<file path="config.mk">
export PLATFORM = sky130hd
export DESIGN_NAME = perf_monitor
export DESIGN_NICKNAME = d
export VERILOG_FILES = /design/src/rtl/perf_monitor.sv
export SDC_FILE = /design/constraint.sdc
export NUM_CORES = 1
export LEC_CHECK = 0
export BUFFER_PORTS_ARGS = -buffer_cell sky130_fd_sc_hd__buf_4
export CORE_UTILIZATION = 25
export CTS_CLUSTER_DIAMETER = 60
export DETAILED_ROUTE_END_ITERATION = 8
export PLACE_DENSITY_LB_ADDON = 0.3
export SLEW_MARGIN = 20
export SYNTH_ARGS = -nofsm -noshare
export SYNTH_HDL_FRONTEND = slang
export SYNTH_SLANG_ARGS = --single-unit
</file>
<file path="constraint.sdc">
create_clock -name clk -period 18.1 [get_ports clk]
set_clock_uncertainty 0.15 [all_clocks]
set_input_delay 0.905 -clock clk [delete_from_list [all_inputs] [get_ports clk]]
set_output_delay 0.905 -clock clk [all_outputs]
set_load 0.02 [all_outputs]
</file>
<file path="src/rtl/perf_monitor.sv">
// Performance monitor for the systolic-array subsystem.
// It counts request events and request-high (busy) cycles per bus channel
// during an armed window. It also counts compute cycles from a trigger
// pulse to a stop pulse. Results are read back through a registered
// select port.
module perf_monitor #(
    parameter int  NUM_CH    = 3,
    parameter int  CNT_WIDTH = 32,
    localparam int NUM_CNT   = 2 * NUM_CH + 1,
    localparam int SEL_W     = $clog2(NUM_CNT)
) (
    input  logic                 clk,
    input  logic                 reset,
    input  logic                 clear_i,
    input  logic                 arm_i,
    input  logic                 trigger_i,
    input  logic                 stop_i,
    input  logic [NUM_CH-1:0]    req_i,
    input  logic [SEL_W-1:0]     rd_sel_i,
    output logic [CNT_WIDTH-1:0] rd_data_o,
    output logic [1:0]           state_o,
    output logic                 done_o,
    output logic [NUM_CNT-1:0]   overflow_o
);

    typedef enum logic [1:0] {
        ST_IDLE  = 2'd0,
        ST_ARMED = 2'd1,
        ST_COUNT = 2'd2,
        ST_DONE  = 2'd3
    } state_t;

    // Saturating increment: the MSB of the result flags an increment that
    // was attempted at full scale. In that case the value holds.
    function automatic logic [CNT_WIDTH:0] sat_inc(input logic [CNT_WIDTH-1:0] v);
        logic [CNT_WIDTH:0] r;
        if (v == {CNT_WIDTH{1'b1}}) begin
            r = {1'b1, v};
        end else begin
            r = {1'b0, v + CNT_WIDTH'(1'b1)};
        end
        return r;
    endfunction

    // Counter layout: index 0 = cycles, 1..NUM_CH = events,
    // NUM_CH+1..2*NUM_CH = busy. The overflow bits use the same layout.
    state_t                 state_q, state_d;
    logic [CNT_WIDTH-1:0]   cnt_q [NUM_CNT];
    logic [CNT_WIDTH-1:0]   cnt_d [NUM_CNT];
    logic [CNT_WIDTH:0]     inc_s [NUM_CNT];
    logic [NUM_CNT-1:0]     ovf_q, ovf_d;
    logic                   done_q, done_d;
    logic [NUM_CH-1:0]      req_q;
    logic [NUM_CH-1:0]      event_s;
    logic                   counting_s;
    logic                   clr_s;
    logic [CNT_WIDTH-1:0]   rd_data_q;
    logic [CNT_WIDTH-1:0]   rd_mux_s;

    // Precompute the saturating increment of every counter.
    always_comb begin
        for (int i = 0; i < NUM_CNT; i++) begin
            inc_s[i] = sat_inc(cnt_q[i]);
        end
    end

    // Rising-edge detect on each request line against last cycle's level.
    always_comb begin
        event_s = req_i & ~req_q;
    end

    // Compute next state and next counter values. The arm edge clears all
    // counters. It never counts, because counting happens only in ARMED or COUNT.
    always_comb begin
        state_d    = state_q;
        cnt_d      = cnt_q;
        ovf_d      = ovf_q;
        done_d     = 1'b0;
        clr_s      = 1'b0;
        counting_s = (state_q == ST_ARMED) || (state_q == ST_COUNT);

        case (state_q)
            ST_IDLE: begin
                if (arm_i) begin
                    state_d = ST_ARMED;
                    clr_s   = 1'b1;
                end else begin
                    state_d = ST_IDLE;
                end
            end
            ST_ARMED: begin
                if (trigger_i) begin
                    state_d  = ST_COUNT;
                    cnt_d[0] = '0;
                end else begin
                    state_d = ST_ARMED;
                end
            end
            ST_COUNT: begin
                // The stop edge itself is still a counted cycle.
                cnt_d[0] = inc_s[0][CNT_WIDTH-1:0];
                ovf_d[0] = ovf_q[0] | inc_s[0][CNT_WIDTH];
                if (stop_i) begin
                    state_d = ST_DONE;
                    done_d  = 1'b1;
                end else begin
                    state_d = ST_COUNT;
                end
            end
            ST_DONE: begin
                if (arm_i) begin
                    state_d = ST_ARMED;
                    clr_s   = 1'b1;
                end else begin
                    state_d = ST_DONE;
                end
            end
            default: begin
                state_d = ST_IDLE;
            end
        endcase

        for (int k = 0; k < NUM_CH; k++) begin
            if (counting_s && event_s[k]) begin
                cnt_d[1 + k] = inc_s[1 + k][CNT_WIDTH-1:0];
                ovf_d[1 + k] = ovf_q[1 + k] | inc_s[1 + k][CNT_WIDTH];
            end else begin
                cnt_d[1 + k] = cnt_q[1 + k];
            end
            if (counting_s && req_i[k]) begin
                cnt_d[1 + NUM_CH + k] = inc_s[1 + NUM_CH + k][CNT_WIDTH-1:0];
                ovf_d[1 + NUM_CH + k] = ovf_q[1 + NUM_CH + k] | inc_s[1 + NUM_CH + k][CNT_WIDTH];
            end else begin
                cnt_d[1 + NUM_CH + k] = cnt_q[1 + NUM_CH + k];
            end
        end

        if (clr_s) begin
            for (int i = 0; i < NUM_CNT; i++) begin
                cnt_d[i] = '0;
            end
            ovf_d = '0;
        end else begin
            ovf_d = ovf_d;
        end
    end

    // Select the readback source. Out-of-range selects read as zero.
    always_comb begin
        rd_mux_s = '0;
        if (32'(rd_sel_i) < 32'(NUM_CNT)) begin
            rd_mux_s = cnt_q[rd_sel_i];
        end else begin
            rd_mux_s = '0;
        end
    end

    // Hold the FSM, counters, flags and request history. Soft clear mirrors reset.
    always_ff @(posedge clk or posedge reset) begin
        if (reset) begin
            state_q <= ST_IDLE;
            for (int i = 0; i < NUM_CNT; i++) begin
                cnt_q[i] <= '0;
            end
            ovf_q  <= '0;
            done_q <= 1'b0;
            req_q  <= '0;
        end else if (clear_i) begin
            state_q <= ST_IDLE;
            for (int i = 0; i < NUM_CNT; i++) begin
                cnt_q[i] <= '0;
            end
            ovf_q  <= '0;
            done_q <= 1'b0;
            req_q  <= '0;
        end else begin
            state_q <= state_d;
            cnt_q   <= cnt_d;
            ovf_q   <= ovf_d;
            done_q  <= done_d;
            req_q   <= req_i;
        end
    end

    // Register the readback. It shows the pre-update value and keeps reading through a soft clear.
    always_ff @(posedge clk or posedge reset) begin
        if (reset) begin
            rd_data_q <= '0;
        end else begin
            rd_data_q <= rd_mux_s;
        end
    end

    assign rd_data_o  = rd_data_q;
    assign state_o    = state_q;
    assign done_o     = done_q;
    assign overflow_o = ovf_q;

endmodule

</file>
======== Word level (Yosys, flattened, before mapping) ========
Index checks and enable logic that the tools add are counted.
storage, ports and cells
  register bits ........................... 269
  word-level logic and storage cells ...... 121
  output and inout bits ................... 42
  input port bits ......................... 12
cells by class
  equal/unequal tests ..................... 18
  mux-type cells .......................... 42
  magnitude comparators ................... 2
  add/sub/neg operators ................... 7
  reductions and logical operators ........ 24
  bitwise logic cells ..................... 10
operators with widths
  cell                                                              count
  224-bit 2-to-1 mux                                                2
  32-bit 2-to-1 mux                                                 10
  33-bit 2-to-1 mux                                                 7
  32-bit by 1-bit adder with 32-bit output (second input constant)  7
  32-bit equality test (second input constant)                      7
  32-bit binary-select mux with 3-bit select                        1
  32-bit one-hot mux with 2 select lines                            1
  3-bit nonzero test                                                7
  3-bit inequality test (second input constant)                     6
  1-bit 2-to-1 mux                                                  14
  7-bit 2-to-1 mux                                                  2
  2-bit AND reduction                                               6
  4-bit inequality test (second input constant)                     2
  2-bit one-hot mux with 4 select lines                             1
  1-bit OR                                                          7
  1-bit logical AND                                                 6
  2-bit 2-to-1 mux                                                  3
  2-bit equality test (second input constant)                       2
  4-bit >= comparator (second input constant)                       1
  3-bit NOT with 4-bit output                                       1
  4-bit nonzero test                                                1
  3-bit bitwise AND                                                 1
  3-bit less-than comparator (second input constant)                1
  3-bit 2-to-1 mux                                                  1
  other kinds (6)                                                   6

======== Depth between registers and ports, before layout ========
  word-level depth ........................ 6
  gate-level depth with buffers ........... 11
  mapped depth without buffers ............ 8

======== Worst setup path before layout ========
No wires, ideal clock.
  path type ............................... input port to flip-flop
  start ................................... in rd_sel_i[0]
  end ..................................... reg rd_data_q[3], in the netlist rd_data_o[3]
  required time ........................... 17825 ps
  cell stages on the path ................. 4
  setup time .............................. 125 ps
  slack ................................... 15168 ps
  arrival time ............................ 2658 ps
  buffers on the path ..................... 2
  path through ............................ clkbuf_1 -> buf_1 -> mux4_1 -> mux2_2
between the ends
  longest elaborated chain between the ends .. 5
  elaborated cells between the ends (all ways) .. 6
  those cells by class .................... order compare (1); mux (4); bitwise (1)
ends and longest elaborated chain
  item                                                   RTL line  text
  start: declaration                                     19        input logic [SEL_W-1:0] rd_sel_i,
  3-bit NOT with 4-bit output (implied by the code)      152       rd_mux_s = cnt_q[rd_sel_i];
  32-bit binary-select mux with 3-bit select             152
  32-bit 2-to-1 mux (implied by the code) (2 in series)  152
  32-bit 2-to-1 mux (*)                                  151       if (32'(rd_sel_i) < 32'(NUM_CNT)) begin
  named net rd_mux_s[3]                                  58        logic [CNT_WIDTH-1:0] rd_mux_s;
  end signal: assignment                                 190       rd_data_q <= rd_mux_s;
  end: declaration                                       57        logic [CNT_WIDTH-1:0] rd_data_q;
The timed path passes the listed nets; every way through them passes the cells marked *. The select of a mux whose other input is x is not followed.
A chain may end at the register's enable or synchronous reset.

======== Worst setup path in the final report ========
  start ................................... reg state_q[1], in the netlist state_o[1]
  end ..................................... reg cnt_q[221] (netlist bit)
between the ends
  longest elaborated chain between the ends .. 5
  elaborated cells between the ends (all ways) .. 13
  those cells by class .................... eq/ne (5); mux (4); reduce/logical (4)
ends and longest elaborated chain
  item                                                                 RTL line  text
  start: declaration                                                   47        state_t state_q, state_d;
  start signal: assignment                                             177       state_q <= state_d;
  2-bit equality test or 2-bit zero test (tied branches)               82        case (state_q)
  2-bit OR reduction (no line)                                         --
  1-bit 2-to-1 mux                                                     --
  4-bit inequality test (no line), or another cell as far along        --
  3-bit AND reduction (no line) or 224-bit 2-to-1 mux (tied branches)  --
  end signal: assignment                                               178       cnt_q <= cnt_d;
  end: declaration                                                     48        logic [CNT_WIDTH-1:0] cnt_q [NUM_CNT];
Several ways; a longest one is shown, not always the timed one.

==> flow_metrics.py <==
metrics = {
    "yosys": {
        "synth_cell_types": 70,
        "synth_area_sq_mm": 0.01510,
        "synth_edf_count": 0,
        "syn_nets": 1600,
        "yosys_warnings": 0,
        "post-synth-top-count-cell": "dfrtp_1",
        "synth_area_leader_cell": "dfrtp_1",
        "ys_seq_area_share_pct": 44.57,
        "syn_area_per_cell_sq_um": 9.577,
        "syn_inst": 1577,
        "synth_common_cells": "269 x dfrtp_1, 207 x nor2_1, 127 x nand2_1",
        "synth.top_cell.area_share_pct": 44.57,
        "ys_ff_latch": 269,
        "synthTopCellsByArea": "dfrtp_1 45%, nor2_1 5.1%, xor2_1 4.6%, mux4_2 4.5%, xnor2_1 4.3%",
        "async_flop_share_pct": 100.0,
        "yosys_most_used_dff": "dfrtp_1",
    },
    "route": {
        "avgRoutedWirePerCell_um": 19.17,
        "viasPerCell": 5.126,
        "drc": 7,
        "drt_iter0_drc": 922,
        "vias": 12270,
        "ant_nets": 0,
        "routed_wl_mm": 45.90,
        "drtPass1Iterations": 7,
    },
    "timing": {
        "relSlewSlack_pct": 28.32,
        "final_hold_viol_count": 0,
        "rsz0062_at_grt": "no",
        "setup_ws_ns": 14.85,
        "min_period_ns": 3.247,
        "setup_viol": 0,
        "final_min_period_over_clock_period_pct": 17.94,
        "fmax_ghz": 0.3080,
        "tightest_slew_ns": 1.070,
        "final.setup.tns_ns": 0,
        "drv_slew": 0,
    },
    "die": {
        "start_util_pct": 25.45,
        "die_height_um": 247.8,
        "die_area_sq_mm": 0.06140,
        "io_pins": 54,
        "rows": 89,
        "core_area_sq_mm": 0.05935,
        "die_w_um": 247.8,
    },
    "pwr": {
        "clkPwrFrac_pct": 51.1,
        "fin_total_pwr_mw": 1.365,
        "power.internal_mw": 1.046,
        "p_sw_share_pct": 23.36,
        "pwr-share-comb_pct": 4.6,
        "p_leak_nw": 6.814,
        "p_per_area_mw_per_mm2": 78.51,
        "vdd_drop_max_v": 0.00004995,
        "switching_power_uw": 318.9,
        "seqPwrFrac_pct": 44.3,
    },
    "clocking": {
        "post_cts_resize_count": 0,
        "clockBufferDepth": 3,
        "htree_levels": 2,
        "cts.clk_slew.worst_paths_ns": 0.06,
        "post_cts_buffers": 0,
        "clkSinkCount": 269,
        "cts_tree": "done",
        "cts_buffers": 35,
        "clockRootBuffer": "clkbuf_16",
        "holdBufCountCts": 0,
        "worstSkewPairLatency_ns": 0.55,
    },
    "final_layout": {
        "diodes": 0,
        "fill_cells": 6174,
        "finalNonFillerCells": 2394,
        "syn2layout_area_growth_pct": 15.13,
        "layout.nets": 1621,
        "design_area_sq_mm": 0.01739,
        "drive_above_1_share_pct": 12.34,
    },
    "global_routing": {
        "grt_max_degree": 170,
        "grt_first_pass_wirelength_mm": 72.02,
        "grt_overflow": 0,
        "grt_use_total_pct": 15.19,
        "grt_pass1_vias": 12010,
        "antenna_found_initial": 1,
    },
    "critical_path": {
        "critPathLaunchType": "register",
        "ff2ff_path_depth": 9,
        "end_kind": "register",
        "crit_required_ns": 18.38,
        "criticalPathCategory": "reg -> reg",
        "path_max_fanout": 17,
        "worst_ep_arrival_time_ns": 3.52,
    },
    "run": {
        "max-cap-violations": 0,
    },
    "placed_design": {
        "dp_hpwl_mm": 32.99,
        "place_area_sq_mm": 0.01624,
        "gp_congestion": 0.8956,
        "pre_cts_ws_ns": 14.54,
        "post-place-cells": 2334,
        "io_buffers": 53,
    },
    "run_status": {
        "status": "finished with violations",
        "failed_checks": "design-rule violations",
    },
    "hold_path": {
        "hp-class": "in -> async",
    },
}
-- flip-flops by register name, indices dropped and copies added (netlist names) --
name,cells
cnt_q,224
state_o,2
rd_data_o,32
overflow_o,7
req_q,3
done_o,1
-- final cells by class --
type | instances | area, sq um | area share (%)
clock inverter | 6 | 82.58 | 0.4749
timing repair buffer | 63 | 489.2 | 2.814
inverter | 23 | 93.84 | 0.5397
sequential | 269 | 6731 | 38.71
tap | 773 | 967.2 | 5.562
multi-input combinational | 1206 | 7964 | 45.80
clock buffer | 54 | 1060 | 6.095
-- cells by family after synthesis --
kind of cell,share of synthesized area (%)
buf+inv,2.833
simple gates,25.29
compound gates,7.671
xor+xnor,8.930
fa+ha+maj,0.9113
flops,44.57
mux,9.792
-- power groups by stage --
stage,combinational [mW],clock (mW),sequential [mW]
after floorplan,0.0437,0,0.616
after global placement,0.0637,0,0.616
after detailed placement,0.0641,0,0.616
after CTS,0.0644,0.714,0.605
after global routing,0.0698,0.740,0.605
final,0.0631,0.697,0.605
-- cell usage in the layout (no fill, tap or decap), types with 4 or more instances in the layout --
master	n
a211oi_1	9
nand4_1	80
a21oi_1	35
clkbuf_1	10
nand3_1	105
o31ai_1	18
and3_1	35
o211ai_1	8
mux2i_1	39
or4_1	8
mux4_2	30
a31oi_1	12
nand2_1	127
nor3_1	54
a41oi_1	4
nor2_1	207
clkbuf_8	7
dfrtp_1	269
clkbuf_16	37
nor2b_1	8
nor4_1	16
buf_4	61
nand2b_1	5
and4_1	27
xor2_1	80
inv_1	22
mux2_2	32
xnor2_1	74
or3_1	29
and2_1	18
nor4b_1	4
o21ai_0	80
ha_1	11
-- critical path: stages, from the launching register on --
cell and delay, ns:
dfrtp_1 0.40, inv_1 0.08, ha_1 0.51, inv_1 0.15, a21oi_1 0.17, buf_4 0.28, nand2_1 0.36, o21ai_2 0.71
o21ai_0 0.21, o31ai_1 0.10
-- layer usage --
metal / vias up / wire length (um) / GRT usage, %
met1: 6101 / 21410 / 21.44
met3: 84 / 2394 / 2.098
met2: 343 / 20740 / 23.51
met4: 0 / 1359 / 5.540
li1: 5744 / - / -
met5: - / 0 / 0
-- path summary, 6_finish.rpt --
path	startpoint	to	slack (ns)
setup / recovery	state_o[1]	cnt_q[221]	14.85
hold / removal	reset	cnt_q[6]	0.35
setup reg to reg	state_o[1]	cnt_q[221]	14.85
hold reg to reg	overflow_o[1]	overflow_o[1]	0.35
max in group asynchronous	reset	cnt_q[183]	15.99
min in group clk	overflow_o[1]	overflow_o[1]	0.35
-- per-stage QoR --
stage	utilization [%]	hold WS [ns]
finish	29.30	0.3452
global route	29.30	0.3805
CTS	29.28	0.3612
detailed placement	27.36	0.3460
global placement	27.35	0.3390
floorplan	-	0.3121
Note: power is estimated with default switching activity, not from simulation.
